`config.mk`:
```
export PLATFORM = sky130hd
export DESIGN_NAME = fifo_fill_ctrl
export DESIGN_NICKNAME = d
export VERILOG_FILES = /design/src/rtl/fifo_fill_ctrl.sv
export SDC_FILE = /design/constraint.sdc
export NUM_CORES = 1
export LEC_CHECK = 0
export ABC_AREA = 1
export CAP_MARGIN = 0
export CORE_AREA = 2 2 255 257
export DETAILED_ROUTE_END_ITERATION = 10
export DIE_AREA = 0 0 257 259
export HOLD_SLACK_MARGIN = 0.1
export MAX_ROUTING_LAYER = met4
export SKIP_CTS_REPAIR_TIMING = 1
export SLEW_MARGIN = 15
export SYNTH_ARGS = -nofsm -noshare
export SYNTH_HDL_FRONTEND = slang
export SYNTH_SLANG_ARGS = --single-unit
```
`constraint.sdc`:
```
create_clock -name clk -period 4.1 [get_ports clk]
set_input_delay 0.82 -clock clk [delete_from_list [all_inputs] [get_ports clk]]
set_output_delay 0.82 -clock clk [all_outputs]
set_load 0.01 [all_outputs]
```
`src/rtl/fifo_fill_ctrl.sv`:
```
// rtl/fifo_fill_ctrl.sv - upstream fill controller: stages a block of words, parallel-loads it into a fifo_set, then drains it
//
// Collects INPUT_DEPTH words into a staging array over a valid/ready handshake.
// It issues one load strobe with the staged block, then shifts the downstream
// fifo DEPTH times. The next block keeps filling while the current one drains.
//
// Ports:
//   clk, rst              clock, synchronous active-high reset
//   in_valid/in_data      upstream word; in_ready = staging has room
//   hold                  downstream stall, freezes shifting
//   wr_en, load_array     parallel-load strobe and staged block (index 0 = first word)
//   shift_en, shift_d     shift strobe and serial input (always 0)
//   q_valid               fifo q holds a loaded word and is consumed this cycle
//   busy                  block in flight or words staged
module fifo_fill_ctrl #(
    parameter int DEPTH       = 8,
    parameter int BITS        = 64,
    parameter int INPUT_DEPTH = 8
) (
    input  logic                              clk,
    input  logic                              rst,
    input  logic                              in_valid,
    input  logic [BITS-1:0]                   in_data,
    output logic                              in_ready,
    input  logic                              hold,
    output logic                              wr_en,
    output logic [INPUT_DEPTH-1:0][BITS-1:0]  load_array,
    output logic                              shift_en,
    output logic [BITS-1:0]                   shift_d,
    output logic                              q_valid,
    output logic                              busy
);

    localparam int FW = $clog2(INPUT_DEPTH + 1);
    localparam int SW = $clog2(DEPTH + 1);
    localparam logic [FW-1:0] FULL = FW'(INPUT_DEPTH);
    localparam logic [SW-1:0] LAST = SW'(DEPTH - 1);

    generate
        if (INPUT_DEPTH < 1 || INPUT_DEPTH > DEPTH) begin : g_bad_cfg
            $error("fifo_fill_ctrl: INPUT_DEPTH must be in 1..DEPTH");
        end
    endgenerate

    typedef enum logic [1:0] {
        IDLE  = 2'd0,
        LOAD  = 2'd1,
        SHIFT = 2'd2
    } state_t;

    state_t                            state;
    logic [FW-1:0]                     fill_cnt;
    logic [SW-1:0]                     sh_cnt;
    logic [INPUT_DEPTH-1:0][BITS-1:0]  staging;
    logic                              accept;
    logic                              q_window;

    assign accept = in_valid && in_ready;

    // The loaded block sits at the tail of the fifo, so only the last
    // INPUT_DEPTH shifts present loaded words on q. When the block fills the
    // whole fifo every shift does.
    generate
        if (DEPTH == INPUT_DEPTH) begin : g_full_window
            assign q_window = 1'b1;
        end else begin : g_tail_window
            localparam logic [SW-1:0] QSTART = SW'(DEPTH - INPUT_DEPTH);
            assign q_window = (sh_cnt >= QSTART);
        end
    endgenerate

    always_ff @(posedge clk) begin
        if (rst) begin
            state    <= IDLE;
            fill_cnt <= '0;
            sh_cnt   <= '0;
            staging  <= '0;
        end else begin
            // Staging fills independently of the FSM so the next block can
            // arrive while the current one is shifting out.
            if (accept) begin
                for (int i = 0; i < INPUT_DEPTH; i++) begin
                    if (fill_cnt == FW'(i)) begin
                        staging[i] <= in_data;
                    end
                end
            end

            // No word can be accepted in LOAD (staging is full), so clearing
            // here never drops an incoming word.
            if (state == LOAD) begin
                fill_cnt <= '0;
            end else if (accept) begin
                fill_cnt <= fill_cnt + 1'b1;
            end

            case (state)
                IDLE: begin
                    if (fill_cnt == FULL) begin
                        state <= LOAD;
                    end
                end
                LOAD: begin
                    state  <= SHIFT;
                    sh_cnt <= '0;
                end
                SHIFT: begin
                    if (!hold) begin
                        sh_cnt <= sh_cnt + 1'b1;
                        if (sh_cnt == LAST) begin
                            state <= IDLE;
                        end
                    end
                end
                default: state <= IDLE;
            endcase
        end
    end

    assign in_ready   = (fill_cnt < FULL);
    assign wr_en      = (state == LOAD);
    assign shift_en   = (state == SHIFT) && !hold;
    assign q_valid    = shift_en && q_window;
    assign busy       = (state != IDLE) || (fill_cnt != '0);
    assign load_array = staging;
    assign shift_d    = '0;

endmodule
```
==> impl_metrics.toml <==
[pwr]
p_leak_nw = 10.45
clkPwrFrac = 0.428
pwr-share-comb = 0.126
power_frac_seq = 0.445
totalPowerFinal_mw = 12.02
swShare = 0.2713
power_density_nw_per_um2 = 414.6
power.internal_mw = 8.759
switchingPower_mw = 3.261
vdd_drop_max_v = 0.0002752

[clocking]
numCtsBuffers = 57
clock-root-buffer = "clkbuf_16"
clock_path_buffers = 3
htreeDepth = 2
path_clk_slew_ps = 60
insertion_delay_ps = 620
cts.sinks = 522
cts_tree = "done"

[run_status]
outcome = "finished, final reports clean"

[grt]
met2_usage = 0.3469
grt_pass1_vias = 19070
top_usage_layer = "met1"
grt_usage = 0.2502
antenna_found_initial = 2
met1_usage = 0.3525
grt_pass1_wl_um = 125500
use_met3 = 0.06151
overflow = 0
grt_start_max_net_pins = 174

[finish]
layout-drive-gt1-share = 0.04634
regArea_um2 = 10450
multi_input_area_um2 = 9010
fillers = 6468
layout_commonest_cell = "clkdlybuf4s50_1"
instances_no_fill = 4094
fin_nets = 3267
synthToLayoutAreaGrowth_pct = 35.56
final_cell_mix = "583 x clkdlybuf4s50_1, 523 x nand2_1, 521 x dfxtp_1"

[timing]
tns_ps = 0
hold_violations = 0
slew_headroom = 0.3480
layout_setup_ws_ps = 864.2
rsz0062_at_grt = "false"
timing.final.crit_share = 0.7892
tightest_slew_ps = 978.1
setup_viol_count_final = 0
hold_ws_ps = 463.2
max_freq_mhz = 309.0
drv_slew = 0
finalClockSkew_ps = 19.09
min_period_ps = 3236

[critical_path]
r2r-start = "fill_cnt[1]$_SDFFE_PP0P_"
cp_cell_sequence = "inv_8 -> nand4_1 -> or2_2 -> clkdlybuf4s50_1"
cpMaxStageDelayCell = "clkdlybuf4s50_1"
critPathBufInv = 2
cp_max_fo = 93
cp-end-kind = "output pin"
worstPathRequired_ps = 3280
arrival_ps = 2420
ff2ff_path_depth = 6
slowest_delay_ps = 490
critical_path_class = "flip-flop to output pin"
startpoint_type = "flip-flop"
cpLargestDelayFamily = "buffers and inverters"
rr_endpoint = "load_array[359]$_SDFFE_PP0P_"
reg2reg_slack_ps = 1320

[route]
wl_per_cell_um = 20.78
drt_iter0_markers = 2111
ant_nets = 0
viasPerCell = 5.137
routed-via-count = 21030
wl_um = 85080
drc = 0
firstDrtPassIters = 6

[min_path]
min_from = "load_array[405]$_SDFFE_PP0P_"
min_path_cells = 2
hold_class = "flip-flop to flip-flop"
min_to = "load_array[405]$_SDFFE_PP0P_"

[floorplan]
die_area_um2 = 66560
core_area_um2 = 63880
start_util = 0.3348
ios = 649
fp.dieW_um = 257
dieHeight_um = 259
rows = 93

[job]
max_cap_violations = 0

[logic_synthesis]
ys_ff_latch = 522
ys_seq_area_frac = 0.4886
ys_types = 23
synthesis.area_um2 = 21390
synthCells = 2793
syn_area_per_cell_um2 = 7.658
yosysWarnings = 0

[place]
dp.cells = 3990
gp_congestion = 0.8511
dpl_worst_slack_ps = 935.6
numPortBuffers = 584
place_hpwl_um = 55500
Yosys cell counts (all sizes together):
master / count / area, µm²
nand2: 523 / 1963
dfxtp: 522 / 10450
nor2: 519 / 1986
nand4: 518 / 3259
buf: 266 / 1655
a21oi: 264 / 1321
clkbuf: 79 / 296.5
inv: 76 / 285.3
nand3: 10 / 50.05
ha: 5 / 62.56
o21ai: 5 / 25.02
a21boi: 1 / 7.510
clkinv: 1 / 3.750
conb: 1 / 3.750
nor3: 1 / 5.000
o21bai: 1 / 7.510
or2: 1 / 6.260
final cells by class:
type	count	area share
Inverter	77	0.01049
Antenna cell	2	0.0001726
Clock inverter	14	0.003021
Sequential cell	522	0.3606
Tap cell	855	0.03690
Clock buffer	88	0.06124
Timing Repair Buffer	624	0.2169
Multi-Input combinational cell	1912	0.3108
flip-flops by register name, summed over array words and instances, names as in the netlist:
signal,cells
fill_cnt,4
sh_cnt,4
state,2
load_array,512
per-stage QoR:
stage / util / area (µm²)
2_1_floorplan: - / 21620
3_3_place_gp: 0.4246 / 27120
3_5_place_dp: 0.4246 / 27120
4_1_cts: 0.4538 / 28990
5_1_grt: 0.4538 / 28990
6_report: 0.4538 / 28990
logic make-up (layout without fill, tap and decap cells):
family / after synthesis / after routing / synth area share
AO/OA/AOI/OAI: 271 / 271 / 0.06365
adder cells (fa/ha/maj): 5 / 5 / 0.002925
buffers and inverters: 422 / 803 / 0.1048
flip-flops: 522 / 522 / 0.4886
other: 1 / 66 / 0.0001753
AND/OR/NAND/NOR: 1572 / 1572 / 0.3399
worst max path at each step:
stage,endpoint,from,slack (ps),cells past startpoint
detailed placement,load_array[429]$_SDFFE_PP0P_,in_valid,940,5
finish,busy,fill_cnt[2]$_SDFFE_PP0P_,860,4
global route,busy,fill_cnt[2]$_SDFFE_PP0P_,750,4
floorplan,shift_en,hold,1950,2
CTS,busy,fill_cnt[2]$_SDFFE_PP0P_,830,4
global placement,load_array[423]$_SDFFE_PP0P_,in_valid,960,5
layer usage:
layer	part of all wire	wire length, µm
met3	0.088	7452
met2	0.43	36220
met4	0.031	2632
met1	0.46	38770
met5	0	0
power by group through the flow:
stage	logic, mW	clock network [mW]	registers (mW)
6_report	1.52	5.15	5.35
5_1_grt	1.64	5.46	5.37
4_1_cts	1.52	5.25	5.35
3_5_place_dp	1.52	0	5.46
3_3_place_gp	1.52	0	5.46
2_1_floorplan	0.766	0	5.52
tightest hold or removal path: cells and delay by family, from the launching register on:
kind             cells  cell delay [ps]
AO/OA/AOI/OAI        1               50
AND/OR/NAND/NOR      1               60
flip-flops           1              310
Note: power is estimated with default switching activity, not from simulation.
